[config.mk]
export PLATFORM = sky130hd
export DESIGN_NAME = v2p_req_scheduler_flat
export DESIGN_NICKNAME = d
export VERILOG_FILES = /design/src/rtl/v2p_req_scheduler_if.sv /design/src/rtl/v2p_req_scheduler.sv /design/src/flat_wrapper.sv
export SDC_FILE = /design/constraint.sdc
export NUM_CORES = 1
export LEC_CHECK = 0
export ABC_CLOCK_PERIOD_IN_PS = 3800
export BUFFER_PORTS_ARGS = -buffer_cell sky130_fd_sc_hd__buf_2
export CAP_MARGIN = 20
export CORE_ASPECT_RATIO = 1.5
export CORE_MARGIN = 2
export CORE_UTILIZATION = 30
export CTS_BUF_LIST = sky130_fd_sc_hd__clkbuf_8
export DETAILED_ROUTE_END_ITERATION = 12
export SYNTH_ARGS = -nofsm -noshare
export SYNTH_HDL_FRONTEND = slang
export SYNTH_SLANG_ARGS = --single-unit
[constraint.sdc]
create_clock -name clk -period 3.8 [get_ports clk]
set_input_delay 0 -clock clk [delete_from_list [all_inputs] [get_ports clk]]
set_output_delay 0 -clock clk [all_outputs]
set_load 0.03 [all_outputs]
[src/rtl/v2p_req_scheduler_if.sv]
// ---------------------------------------------------------------------------
// v2p_req_scheduler_if
//  Bundles the signals between the V2P request scheduler and its
//  neighbours (the per-channel req_fifos and selected_channel_ctl).
//
//  Signals
//   i_req_empty           per-channel req_fifo empty flag, bit n = channel n
//   i_chan_en             per-channel enable mask (0 = never grant)
//   old_selected_channel  from selected_channel_ctl: [MSB] Ready, [NCH-1:0] last grant
//   new_selected_channel  to selected_channel_ctl: {1'b1, one-hot} during ISSUE, else 0
//   o_grant_vld           one-cycle pulse in the ISSUE cycle
//   o_grant_idx           index of the current/last grant
//   o_busy                scheduler is not idle
//   o_timeout_err         sticky latch-acknowledge timeout flag
//
//  Modports
//   master  the scheduler itself
//   slave   the environment (fifos + selected_channel_ctl)
// ---------------------------------------------------------------------------
interface v2p_req_scheduler_if #(
    parameter int CHANNEL_WIDTH = 9
);
    localparam int NCH   = CHANNEL_WIDTH - 1;
    localparam int IDX_W = $clog2(NCH);

    logic [NCH-1:0]           i_req_empty;
    logic [NCH-1:0]           i_chan_en;
    logic [CHANNEL_WIDTH-1:0] old_selected_channel;
    logic [CHANNEL_WIDTH-1:0] new_selected_channel;
    logic                     o_grant_vld;
    logic [IDX_W-1:0]         o_grant_idx;
    logic                     o_busy;
    logic                     o_timeout_err;

    modport master (
        input  i_req_empty,
        input  i_chan_en,
        input  old_selected_channel,
        output new_selected_channel,
        output o_grant_vld,
        output o_grant_idx,
        output o_busy,
        output o_timeout_err
    );

    modport slave (
        output i_req_empty,
        output i_chan_en,
        output old_selected_channel,
        input  new_selected_channel,
        input  o_grant_vld,
        input  o_grant_idx,
        input  o_busy,
        input  o_timeout_err
    );
endinterface

[src/rtl/v2p_req_scheduler.sv]
// ---------------------------------------------------------------------------
// v2p_req_scheduler
//  Arbitrates the eight V2P request channels (CEU, DB WQE, WP WQE, WP DATA,
//  RTC CQ, RRC DATA, EE RQ WQE, EE DATA) onto the shared MPT/MTT lookup path.
//  One pending channel is chosen, presented to selected_channel_ctl for a
//  single ISSUE cycle, and the Ready bit coming back is followed through
//  latch (Ready rises) and MPT consumption (Ready falls) before the next
//  arbitration. Channel 0 (CEU) can be given strict priority; the remaining
//  channels share a round-robin pointer.
//
//  Parameters
//   CHANNEL_WIDTH  channel bits + Ready bit (MSB)
//   CEU_PRIORITY   1: ch0 strict priority, RR over ch1..N-1; 0: RR over all
//   ACK_TIMEOUT    WAIT_LATCH cycles allowed before the grant is abandoned
//
//  Ports
//   clk    clock
//   rst_n  asynchronous active-low reset
//   bus    v2p_req_scheduler_if.master (fifo flags, enables, ctl handshake,
//          grant/status outputs)
// ---------------------------------------------------------------------------
module v2p_req_scheduler #(
    parameter int CHANNEL_WIDTH = 9,
    parameter bit CEU_PRIORITY  = 1'b1,
    parameter int ACK_TIMEOUT   = 255
) (
    input  logic                    clk,
    input  logic                    rst_n,
    v2p_req_scheduler_if.master     bus
);
    localparam int NCH   = CHANNEL_WIDTH - 1;
    localparam int IDX_W = $clog2(NCH);
    localparam int CNT_W = $clog2(ACK_TIMEOUT + 1);

    // Lowest member of the round-robin set: reset value of the pointer and
    // the wrap target after the highest channel.
    localparam logic [IDX_W-1:0] PTR_BASE = CEU_PRIORITY ? IDX_W'(1) : IDX_W'(0);

    typedef enum logic [2:0] {
        ST_IDLE,
        ST_ISSUE,
        ST_WAIT_LATCH,
        ST_WAIT_DONE,
        ST_SETTLE
    } state_t;

    // -----------------------------------------------------------------------
    // Registers
    // -----------------------------------------------------------------------
    state_t                   r_state;
    logic [IDX_W-1:0]         r_ptr;
    logic [CNT_W-1:0]         r_cnt;
    logic [CHANNEL_WIDTH-1:0] r_new_sel;
    logic                     r_grant_vld;
    logic [IDX_W-1:0]         r_grant_idx;
    logic                     r_timeout_err;

    // -----------------------------------------------------------------------
    // Next-state / combinational signals
    // -----------------------------------------------------------------------
    state_t                   w_state_next;
    logic [IDX_W-1:0]         w_ptr_next;
    logic [CNT_W-1:0]         w_cnt_next;
    logic [CHANNEL_WIDTH-1:0] w_new_sel_next;
    logic                     w_grant_vld_next;
    logic [IDX_W-1:0]         w_grant_idx_next;
    logic                     w_timeout_err_next;

    logic                     w_ready;
    logic [NCH-1:0]           w_pending;
    logic [NCH-1:0]           w_rr_pending;
    logic [IDX_W-1:0]         w_cand_idx [NCH];
    logic [NCH-1:0]           w_rr_hit;
    logic [IDX_W-1:0]         w_rr_idx;
    logic                     w_ceu_win;
    logic [IDX_W-1:0]         w_grant_idx;
    logic [NCH-1:0]           w_grant_onehot;
    logic [IDX_W-1:0]         w_ptr_adv;
    logic [CNT_W-1:0]         w_cnt_inc;

    assign w_ready   = bus.old_selected_channel[CHANNEL_WIDTH-1];
    assign w_pending = ~bus.i_req_empty & bus.i_chan_en;

    // With CEU priority, ch0 is outside the RR set so the search can walk
    // through index 0 on wrap without ever landing on it.
    assign w_rr_pending = CEU_PRIORITY ? (w_pending & ~NCH'(1)) : w_pending;

    // Candidate gi is the channel gi steps above the pointer. The 3-bit add
    // wraps naturally because the channel count is a power of two.
    genvar gi;
    generate
        for (gi = 0; gi < NCH; gi++) begin : g_rr_cand
            assign w_cand_idx[gi] = r_ptr + IDX_W'(gi);
            assign w_rr_hit[gi]   = w_rr_pending[w_cand_idx[gi]];
        end
    endgenerate

    // Smallest offset from the pointer wins: scan from the far end so the
    // nearest hit overwrites the others.
    always_comb begin
        w_rr_idx = r_ptr;
        for (int i = NCH - 1; i >= 0; i--) begin
            if (w_rr_hit[i]) begin
                w_rr_idx = w_cand_idx[i];
            end
        end
    end

    assign w_ceu_win   = CEU_PRIORITY && w_pending[0];
    assign w_grant_idx = w_ceu_win ? '0 : w_rr_idx;

    generate
        for (gi = 0; gi < NCH; gi++) begin : g_onehot
            assign w_grant_onehot[gi] = (w_grant_idx == IDX_W'(gi));
        end
    endgenerate

    assign w_ptr_adv = (r_grant_idx == IDX_W'(NCH - 1)) ? PTR_BASE
                                                        : r_grant_idx + IDX_W'(1);
    assign w_cnt_inc = r_cnt + CNT_W'(1);

    // -----------------------------------------------------------------------
    // FSM: next state and registered outputs
    // -----------------------------------------------------------------------
    always_comb begin
        w_state_next       = r_state;
        w_ptr_next         = r_ptr;
        w_cnt_next         = r_cnt;
        w_new_sel_next     = '0;
        w_grant_vld_next   = 1'b0;
        w_grant_idx_next   = r_grant_idx;
        w_timeout_err_next = r_timeout_err;

        case (r_state)
            ST_IDLE: begin
                // A Ready already high here belongs to someone else (or is
                // stale); hold off until it clears.
                if (!w_ready && (|w_pending)) begin
                    w_state_next     = ST_ISSUE;
                    w_new_sel_next   = {1'b1, w_grant_onehot};
                    w_grant_vld_next = 1'b1;
                    w_grant_idx_next = w_grant_idx;
                end
            end

            ST_ISSUE: begin
                // A CEU grant comes from the priority path and must not
                // disturb the round-robin order of the other channels.
                if (!(CEU_PRIORITY && (r_grant_idx == '0))) begin
                    w_ptr_next = w_ptr_adv;
                end
                w_cnt_next   = '0;
                w_state_next = ST_WAIT_LATCH;
            end

            ST_WAIT_LATCH: begin
                if (w_ready) begin
                    w_cnt_next   = '0;
                    w_state_next = ST_WAIT_DONE;
                end else if (w_cnt_inc == CNT_W'(ACK_TIMEOUT)) begin
                    w_cnt_next         = '0;
                    w_timeout_err_next = 1'b1;
                    w_state_next       = ST_IDLE;
                end else begin
                    w_cnt_next = w_cnt_inc;
                end
            end

            ST_WAIT_DONE: begin
                // Ready drops once the MPT side has read the request.
                if (!w_ready) begin
                    w_state_next = ST_SETTLE;
                end
            end

            ST_SETTLE: begin
                // One dead cycle so the fifo pop shows up in i_req_empty
                // before the next arbitration.
                w_state_next = ST_IDLE;
            end

            default: begin
                w_state_next = ST_IDLE;
            end
        endcase
    end

    always_ff @(posedge clk or negedge rst_n) begin
        if (!rst_n) begin
            r_state       <= ST_IDLE;
            r_ptr         <= PTR_BASE;
            r_cnt         <= '0;
            r_new_sel     <= '0;
            r_grant_vld   <= 1'b0;
            r_grant_idx   <= '0;
            r_timeout_err <= 1'b0;
        end else begin
            r_state       <= w_state_next;
            r_ptr         <= w_ptr_next;
            r_cnt         <= w_cnt_next;
            r_new_sel     <= w_new_sel_next;
            r_grant_vld   <= w_grant_vld_next;
            r_grant_idx   <= w_grant_idx_next;
            r_timeout_err <= w_timeout_err_next;
        end
    end

    assign bus.new_selected_channel = r_new_sel;
    assign bus.o_grant_vld          = r_grant_vld;
    assign bus.o_grant_idx          = r_grant_idx;
    assign bus.o_busy               = (r_state != ST_IDLE);
    assign bus.o_timeout_err        = r_timeout_err;

endmodule

[src/flat_wrapper.sv]
// flat-port wrapper written by rule: the top's interface ports become plain ports
module v2p_req_scheduler_flat 
#(
    parameter int CHANNEL_WIDTH = 9,
    parameter bit CEU_PRIORITY  = 1'b1,
    parameter int ACK_TIMEOUT   = 255
)
  (clk, rst_n, bus_i_req_empty, bus_i_chan_en, bus_old_selected_channel, bus_new_selected_channel, bus_o_grant_vld, bus_o_grant_idx, bus_o_busy, bus_o_timeout_err);
  v2p_req_scheduler_if #(.CHANNEL_WIDTH(CHANNEL_WIDTH)) bus_i ();
  input  logic clk;
  input  logic rst_n;
  input wire logic [$bits(bus_i.i_req_empty)-1:0] bus_i_req_empty;
  input wire logic [$bits(bus_i.i_chan_en)-1:0] bus_i_chan_en;
  input wire logic [$bits(bus_i.old_selected_channel)-1:0] bus_old_selected_channel;
  output wire logic [$bits(bus_i.new_selected_channel)-1:0] bus_new_selected_channel;
  output wire logic [$bits(bus_i.o_grant_vld)-1:0] bus_o_grant_vld;
  output wire logic [$bits(bus_i.o_grant_idx)-1:0] bus_o_grant_idx;
  output wire logic [$bits(bus_i.o_busy)-1:0] bus_o_busy;
  output wire logic [$bits(bus_i.o_timeout_err)-1:0] bus_o_timeout_err;
  assign bus_i.i_req_empty = bus_i_req_empty;
  assign bus_i.i_chan_en = bus_i_chan_en;
  assign bus_i.old_selected_channel = bus_old_selected_channel;
  assign bus_new_selected_channel = bus_i.new_selected_channel;
  assign bus_o_grant_vld = bus_i.o_grant_vld;
  assign bus_o_grant_idx = bus_i.o_grant_idx;
  assign bus_o_busy = bus_i.o_busy;
  assign bus_o_timeout_err = bus_i.o_timeout_err;
  v2p_req_scheduler #(.CHANNEL_WIDTH(CHANNEL_WIDTH), .CEU_PRIORITY(CEU_PRIORITY), .ACK_TIMEOUT(ACK_TIMEOUT)) u_core (.clk(clk), .rst_n(rst_n), .bus(bus_i));
endmodule
==> Yosys cells after proc, flatten, opt, wreduce, memory -nomap -nowiden <==
Index checks and enable logic that the tools add are counted.
{ "classes": {"addsub": 9, "n_lt_le_gt_ge": 8, "muxes": 38, "reduce_logical": 12, "eq_ne": 15, "mul": 0, "div": 0, "n_shift": 0, "bitwise": 4} }
{ "ops": {"columns": ["operator", "n"], "rows": [
  ["3-bit two-way mux", 14],
  ["3-bit by 4-bit less-than comparator with 1-bit output, second input constant", 8],
  ["1-bit binary-select mux with 3-bit select", 8],
  ["9-bit two-way mux", 2],
  ["8-bit two-way mux", 2],
  ["8-bit case mux with 2 select lines", 1],
  ["3-bit equality test, second input constant", 5],
  ["3-bit adder, second input constant", 4],
  ["3-bit by 2-bit equality test with 1-bit output, second input constant", 4],
  ["3-bit case mux with 4 select lines", 1],
  ["1-bit two-way mux", 10],
  ["3-bit logical NOT", 3],
  ["8-bit by 1-bit adder with 8-bit output, second input constant", 1],
  ["8-bit AND", 1],
  ["8-bit equality test, second input constant", 1],
  ["8-bit inverter", 1],
  ["8-bit OR reduction", 1],
  ["3-bit by 1-bit adder with 3-bit output, second input constant", 2],
  ["3-bit by 2-bit adder with 3-bit output, second input constant", 2],
  ["3-bit by 1-bit equality test with 1-bit output, second input constant", 2],
  ["3-bit AND reduction", 2],
  ["2-bit AND reduction", 2],
  ["3-bit by 2-bit != test with 1-bit output, second input constant", 1],
  ["3-bit nonzero test", 1],
  ["6 further kinds", 7]
]} }
{ "word_totals": {"ram_bits": 0, "mem_count": 0, "regBits": 28, "elab_cells": 93, "inputBits": 27, "rom_bits": 0, "latch_bits": 0} }

==> Longest topological paths before layout <==
Gate-level depths: netlist (run 1).
{ "depth": {"depth_word": 16, "ltp_mapped": 11} }

==> Least setup slack after synthesis (run 1) <==
OpenSTA, ideal clock, no wires.
{ "synth_path": {"path_type": "register to register", "startpoint": "register u_core.r_ptr[0]", "endpoint": "register u_core.r_new_sel[4], in the netlist u_core.bus.new_selected_channel[4]", "period_less_slack_ps": 2649, "arrival_time_ps": 2571, "required_ps": 3722, "n_path_buf": 1, "stages_incl_launch_ff": 11, "setup_slack_ps": 1151, "cell_sequence": "dfstp_2 inv_2 ha_1 clkbuf_1 mux4_2 o2111ai_1 a221oi_2 o32ai_2 nand2_1 nor2_1 a21boi_1"} }
{ "synth_via": {"elab_chain_len": 15, "word_cells_on_any_way": 35} }
{ "synth_lines": {"columns": ["item", "line_no", "text"], "rows": [
  ["from (decl)", "v2p_req_scheduler.sv:51", "logic [IDX_W-1:0] r_ptr;"],
  ["from (signal assigned)", "v2p_req_scheduler.sv:199", "r_ptr <= w_ptr_next;"],
  ["3-bit adder", "v2p_req_scheduler.sv:93", "assign w_cand_idx[gi] = r_ptr + IDX_W'(gi);"],
  ["1-bit binary-select mux with 3-bit select", "v2p_req_scheduler.sv:94", "assign w_rr_hit[gi] = w_rr_pending[w_cand_idx[gi]];"],
  ["1-bit two-way mux (not written as such)", "v2p_req_scheduler.sv:94", null],
  ["3-bit two-way mux (7 in series)", "v2p_req_scheduler.sv:103", "if (w_rr_hit[i]) begin"],
  ["3-bit two-way mux (*)", "v2p_req_scheduler.sv:103", null],
  ["3-bit two-way mux (*)", "v2p_req_scheduler.sv:110", "assign w_grant_idx = w_ceu_win ? '0 : w_rr_idx;"],
  ["3-bit equality test (*)", "v2p_req_scheduler.sv:114", "assign w_grant_onehot[gi] = (w_grant_idx == IDX_W'(gi));"],
  ["9-bit two-way mux (*)", "v2p_req_scheduler.sv:138", "if (!w_ready && (|w_pending)) begin"],
  ["9-bit two-way mux (*)", "v2p_req_scheduler.sv:134", "case (r_state)"],
  ["named net u_core.w_new_sel_next[4]", "v2p_req_scheduler.sv:64", "logic [CHANNEL_WIDTH-1:0] w_new_sel_next;"],
  ["to (signal assigned)", "v2p_req_scheduler.sv:201", "r_new_sel <= w_new_sel_next;"],
  ["to (decl)", "v2p_req_scheduler.sv:53", "logic [CHANNEL_WIDTH-1:0] r_new_sel;"]
]} }
The timed path passes the listed nets; every way through them passes the cells marked *. The select of a mux whose other input is x is not followed.
A chain may end at the register's enable or synchronous reset.

==> Worst setup path after layout (run 1) <==
{ "layout_path": {"startpoint": "register u_core.r_ptr[0]", "endpoint": "register u_core.r_new_sel[3], in the netlist u_core.bus.new_selected_channel[3]"} }
{ "layout_via": {"elab_chain_len": 15, "word_cells_on_any_way": 35} }
{ "layout_lines": {"columns": ["item", "line_no"], "rows": [
  ["3-bit adder", "v2p_req_scheduler.sv:93"],
  ["1-bit binary-select mux with 3-bit select", "v2p_req_scheduler.sv:94"],
  ["1-bit two-way mux (not written as such)", "v2p_req_scheduler.sv:94"],
  ["3-bit two-way mux (7 in series)", "v2p_req_scheduler.sv:103"],
  ["3-bit two-way mux (*)", "v2p_req_scheduler.sv:103"],
  ["3-bit two-way mux (*)", "v2p_req_scheduler.sv:110"],
  ["3-bit by 2-bit equality test with 1-bit output (*)", "v2p_req_scheduler.sv:114"],
  ["9-bit two-way mux (*)", "v2p_req_scheduler.sv:138"],
  ["9-bit two-way mux (*)", "v2p_req_scheduler.sv:134"],
  ["named net u_core.w_new_sel_next[3]", "v2p_req_scheduler.sv:64"]
]} }
Marks and branches as above.

==> results.md, run 1 <==
- Rel. slew slack: 60.34%
- Detailed Route WL: between 5000 and 6000 µm
- Avg Inst Size Synth: just over 9 µm²
- Fin. max-slew vios: 0
- Cells after synthesis: ~250
- FF+latch count, synth: 27
- Vias in the first global route: ~1,900
- Top-count cell post-synth: dfrtp_1
- Final HPWL DP: around 4300 µm
- Drt first-iter violations: 77
- Final hold viol count: 0
- Crit-path max FO: 22
- Post-synth ARST share: 100.0%
- CP arrival: 3.23 ns
- Worst Skew: approximately 0.0043 ns
- Crit end category: flop
- GP Congestion: 0.8544
- Starting Density: ~31%
- Vias: about 2,000
- GR peak layer: met2
- Top cells by count, synth: dfrtp_1 (26), nand2_1 (22), nor2_1 (15), o21ai_0 (15), inv_1 (12)
- Area contributors post-synth: dfrtp_1 (29%), mux4_2 (6.9%), mux2i_1 (4.8%)
- CTS tree: built
- GRT Residual Overflow: 0
- Post-CTS Setup Inserts: 0
- First-pass GRT wire length: between 9000 and 10,000 µm
- Worst path required time: 3.99 ns
- Post-synth EDFFs: 0
- Die Ht: approximately 110 µm
- Final-stage net count: around 310
- CP Class: flop to flop
- DRT Pass-1 Iters: 4
- Area leader, netlist: dfrtp_1
- Sequential share of the synthesized area: ~30%
- DRC: 0
- Die area: a little over 0.008 mm²
- Clock transition at path regs: 0.09 ns
- Total core area: between 0.007 and 0.008 mm²
- RSZ-0062 raised after global routing: no
- # resized after CTS: 0
- Met2 usage: about 24%
- Layout cells sized above 1: 23.02%
- Synth top area share: 28.65%
- Period utilisation layout: about 80%
- Top FF cell, synth: dfrtp_1
- Final non-filler cell total: roughly 380
- Syn. warnings: 0
- Antenna cells: 0
- Clock Latency Late Sink: 0.27 ns
- Initial antenna violation count: 0
- CTS Root Cell: clkbuf_8
- Hold Crit Class: primary input to flop
- # H-tree levels: 1
- Chip width: approximately 75 µm
- Pwr per Cell Area: ~800 mW/mm²
- # hold bufs at CTS: 2
- Buffers added on ports: 33
- Startpoint Class: flop
- Clock buffer depth: 2
- Peak supply drop: 0.3032 mV
- IO Count: 42
- Final Critical Period: between 3 and 4 ns
- Status: finished clean
- Syn-to-layout area delta: 14.60%
- FMAX: approximately 0.33 GHz
- Unique masters post-synth: 65
- Setup violations, final: 0
- Via/cell ratio: roughly 5.3
- Least-Margin Pin Slew: roughly 0.59 ns
- GR Util met3: 0.5474%
- Routed length per instance: ~14 µm
- CTS sink cnt: 27
- FP Rows: 38
- TritonCTS Buffers: 3
- Post-synthesis cell area: 0.002271 mm²
- Setup TNS Final: 0 ns
- P_leak: 1.158 nW
- Placed Cells: approximately 370
- Routed Antenna Nets: 0
- Overall Global Routing Usage: a little over an eighth
- Largest net degree at the start of global routing: 28
- Syn nets: between 200 and 300
- Max Cap Viol: 0
- Grt met1 use: between 15 and 20%
final timing paths:
kind / startpoint / endpoint / slack, ns / depth (start not counted)
setup / recovery: u_core.r_ptr[0]$_DFFE_PN1P_ / u_core.bus.new_selected_channel[3]$_DFF_PN0_ / 0.76 / 9
hold / removal: bus_i_req_empty[0] / u_core.bus.new_selected_channel[7]$_DFF_PN0_ / 0.20 / 3
setup reg to reg: u_core.r_ptr[0]$_DFFE_PN1P_ / u_core.bus.new_selected_channel[3]$_DFF_PN0_ / 0.76 / 9
hold reg to reg: u_core.bus.o_timeout_err$_DFFE_PN0P_ / u_core.bus.o_timeout_err$_DFFE_PN0P_ / 0.47 / 1
max in group asynchronous: rst_n / u_core.bus.new_selected_channel[3]$_DFF_PN0_ / 3.14 / 2
min in group asynchronous: rst_n / u_core.bus.o_timeout_err$_DFFE_PN0P_ / 0.26 / 2
critical path: stages (launching register included):
cell and delay (ns):
dfstp_2 0.55, buf_4 0.28, ha_1 0.25, xor2_1 0.46, mux4_2 0.45, a21boi_1 0.16
o22ai_1 0.16, a21oi_2 0.09, xnor2_2 0.32, nor3b_2 0.25
area by class of cell:
| class | count | area [µm²] |
|---|---|---|
| Clock inverter | 1 | 5.005 |
| Sequential cell | 27 | 676.9 |
| Tap cell | 100 | 125.1 |
| Timing Repair Buffer | 38 | 207.7 |
| Inverter | 13 | 48.80 |
| Fill cell | 760 | 4672 |
| Multi-Input combinational cell | 196 | 1498 |
| Clock buffer | 3 | 41.29 |
routing by layer:
layer | wire, µm | share of wire [%] | vias up
li1 | - | - | 982
met1 | 2257 | 41 | 965
met2 | 2926 | 54 | 46
met3 | 164 | 3.0 | 9
met4 | 93 | 1.7 | 0
met5 | 0 | 0 | -
sequential cells by signal, summed over array words and instances, names as in the netlist:
signal / flops
u_core.bus.new_selected_channel: 8
u_core.r_cnt: 8
u_core.bus.o_grant_idx: 3
u_core.r_ptr: 3
u_core.r_state: 3
u_core.bus.o_grant_vld: 1
u_core.bus.o_timeout_err: 1
power by group:
part	total (mW)	internal [mW]	switching, mW
clock network	0.160	0.0733	0.0866
logic	1.46	0.600	0.858
registers	0.443	0.359	0.0837
cell usage in the layout, fill, tap and decap left out, types with 4 or more instances in the layout:
| cell type | netlist | layout |
|---|---|---|
| nand2b_1 | 11 | 11 |
| mux4_2 | 7 | 7 |
| nand3_1 | 11 | 11 |
| nand2_1 | 22 | 22 |
| nor2_1 | 15 | 15 |
| nor2b_1 | 7 | 7 |
| ha_1 | 7 | 7 |
| a21oi_1 | 9 | 9 |
| dfrtp_1 | 26 | 26 |
| xor2_1 | 5 | 5 |
| o21ai_0 | 15 | 15 |
| inv_1 | 12 | 12 |
| buf_2 | 2 | 33 |
| mux2i_1 | 11 | 11 |
| nor3_1 | 4 | 4 |
kinds of logic after synthesis:
kind of cell             Yosys count  synth area share, %
AND/OR/NAND/NOR                   98                25.24
AO/OA/AOI/OAI                     62                20.11
flip-flops                        27                29.81
buffers and inverters             23                4.242
multiplexers                      20                12.95
XOR/XNOR                           9                3.802
adder cells (fa/ha/maj)            7                3.857
through the flow:
stage | cell area [µm²] | hold WS (ns) | power (mW) | util (%) | setup WS (ns)
after floorplan | 2271 | -0.2956 | 1.593 | - | 1.151
after global placement | 2536 | 0.04003 | 1.878 | 34.86 | 0.8480
after detailed placement | 2536 | 0.04791 | 1.894 | 34.86 | 0.8218
after CTS | 2603 | 0.2025 | 2.066 | 35.78 | 0.7770
after global routing | 2603 | 0.2385 | 2.245 | 35.78 | 0.5750
final | 2603 | 0.2010 | 2.061 | 35.78 | 0.7610
Note: power is estimated with default switching activity, not from simulation.
==> run 2, diff against run 1 <==
ABC_CLOCK_PERIOD_IN_PS = 2800   (was 3800)
clock period = 2.8 ns   (was 3.8 ns; I/O delays follow)
==> run 2 against run 1 <==
Sequential share of layout area down 1.5 points. Non-clock buffer count rose by 9. Design area up 6.0%. Register-to-register slack lost 0.61 ns. Worst hold slack worse by 0.025 ns. Sequential power grew 34%.
==> results.md, run 2 (synthesis results as in run 1) <==
- Final HPWL DP: about 4400 µm
- Comb power frac: 73.5%
- Commonest non-fill, non-tap cell in the layout: buf_2
- Die Ht: about 110 µm
- Tot Pwr: around 3.1 mW
- Net switching power: ~1.5 mW
- Design Area, Final: roughly 0.0028 mm²
- Starting Density: a little under a third
- Least-Margin Pin Slew: around 0.60 ns
- FF-to-FF End: u_core.bus.new_selected_channel[5]$_DFF_PN0_
- R2r worst-path depth: 10
- Worst Skew: about 0.0028 ns
- Initial antenna violation count: 0
- Reg2Reg Setup Slack: ~0.15 ns
- DRC: 0
- Period utilisation layout: a little over nine tenths
- Routed length per instance: around 15 µm
- First-pass GRT wire length: 9604 µm
- Routed Antenna Nets: 0
- Total core area: 0.007274 mm²
- Crit-path max FO: 4
- P_leak: between 1 and 1.5 nW
- CP Class: flop to flop
- Final Critical Period: about 2.7 ns
- Vias in the first global route: 2,025
- Worst Slack Setup Final: 0.1461 ns
- Detailed Route WL: about 5600 µm
- Chip width: between 70 and 80 µm
- CP startpoint: u_core.r_ptr[0]$_DFFE_PN1P_
- FP Rows: 38
- Drt first-iter violations: 107
- Fin. max-slew vios: 0
- Pwr per Cell Area: 1122 mW/mm²
- Sw Share: approximately half
- Die area: ~0.0083 mm²
- TritonCTS Buffers: 3
- RSZ-0062 raised after global routing: yes
- Layout cells sized above 1: approximately 29%
- Largest net degree at the start of global routing: 28
- # H-tree levels: 1
- CTS tree: built
- Final-stage net count: around 320
- Antenna cells: 0
- Int Pwr: 1.590 mW
- Final hold viol count: 0
- Vias: slightly above 2,000
- Via/cell ratio: roughly 5.3
- Crit end category: flop
- Setup violations, final: 0
- Commonest non-fill, non-tap cells in the layout: buf_2 (33), dfrtp_1 (26), nand2_1 (22), nor2_1 (15), o21ai_0 (14)
- GP Congestion: 0.8296
- CTS Root Cell: clkbuf_8
- CP Capture Point: u_core.bus.new_selected_channel[5]$_DFF_PN0_
- Reg2reg start: u_core.r_ptr[0]$_DFFE_PN1P_
- Overall Global Routing Usage: 14.04%
- Dpl cell area: approximately 0.0026 mm²
- Clock transition at path regs: approximately 0.090 ns
- FMAX: ~0.38 GHz
- Rel. slew slack: around three fifths
- IO Count: 42
- Startpoint Class: flop
- Max Cap Viol: 0
- Status: finished clean
- DRT Pass-1 Iters: 4
- Reg power frac: a little under a fifth
- Clock Latency Late Sink: around 0.27 ns
- Worst path required time: 2.97 ns
- GRT Residual Overflow: 0
- Syn-to-layout area delta: 21.43%
- Clock buffer depth: 2
- Hold Crit Class: primary input to flop
- CTS sink cnt: 27
- Peak supply drop: roughly 0.34 mV
- Buffers added on ports: 33
- CP arrival: 2.82 ns
- Pre-CTS setup slack: 0.1117 ns
- Clk pwr share: 7.3%
-- run 2: changes by cell type in the layout (fill, tap and decap cells not counted), sizes merged --
cell | previous run | this run
clkinv | 1 | 0
clkinvlp | 0 | 1
buf | 36 | 45
-- run 2: worst min-delay path by stage --
stage	to	slack (ns)	depth (start not counted)	start
after detailed placement	u_core.bus.o_timeout_err$_DFFE_PN0P_	0.04	1	rst_n
final	u_core.bus.new_selected_channel[3]$_DFF_PN0_	0.18	4	bus_i_chan_en[0]
after floorplan	u_core.bus.new_selected_channel[0]$_DFF_PN0_	-0.30	0	rst_n
after CTS	u_core.bus.new_selected_channel[3]$_DFF_PN0_	0.19	4	bus_i_chan_en[0]
after global placement	u_core.r_cnt[5]$_DFFE_PN0P_	0.04	1	rst_n
after global routing	u_core.bus.new_selected_channel[3]$_DFF_PN0_	0.22	4	bus_i_req_empty[0]
-- run 2: power groups by stage --
| stage | logic, mW | registers, mW | clock network [mW] |
|---|---|---|---|
| 6_report | 2.27 | 0.595 | 0.224 |
| 5_1_grt | 2.50 | 0.613 | 0.253 |
| 4_1_cts | 2.07 | 0.591 | 0.230 |
| 3_5_place_dp | 2.05 | 0.597 | 0 |
| 3_3_place_gp | 2.04 | 0.595 | 0 |
| 2_1_floorplan | 1.50 | 0.663 | 0 |
-- run 2: layout make-up --
cell class / count / area, µm²
Inverter: 13 / 48.80
Fill cell: 756 / 4517
Multi-Input combinational cell: 196 / 1579
Clock inverter: 1 / 7.507
Timing Repair Buffer: 47 / 279.0
Sequential cell: 27 / 676.9
Clock buffer: 3 / 41.29
Tap cell: 100 / 125.1
-- run 2: timing repair --
item	CTS	global route
hold buffers	2	0
hold endpoints to repair	27	0
setup buffers	0	1
endpoints found under the setup margin	0	9
resized for setup	0	14
-- run 2: worst max-delay path, stage by stage (launching register included) --
cell,delay (ns)
dfstp_2,0.57
inv_2,0.06
ha_4,0.28
or4bb_1,0.52
a31oi_2,0.18
nor3_1,0.10
a221oi_2,0.34
o32ai_4,0.17
nand2_1,0.11
nor2_1,0.05
and3_1,0.18
-- run 2: routing by layer --
layer	up-vias	global-route usage (%)	part of all wire (%)
met2	49	25.15	53
met4	0	4.048	1.9
met1	1002	17.41	42
met5	-	0	0
li1	994	-	-
met3	10	0.8212	2.7
-- run 2: stage by stage --
step	cells	utilization, %	hold slack [ns]	TNS [ns]
after floorplan	246	-	-0.2956	0
after global placement	380	35.69	0.03957	0
after detailed placement	380	35.69	0.03863	0
after CTS	386	36.64	0.1889	0
after global routing	387	37.91	0.2167	-0.04101
final	387	37.91	0.1758	0
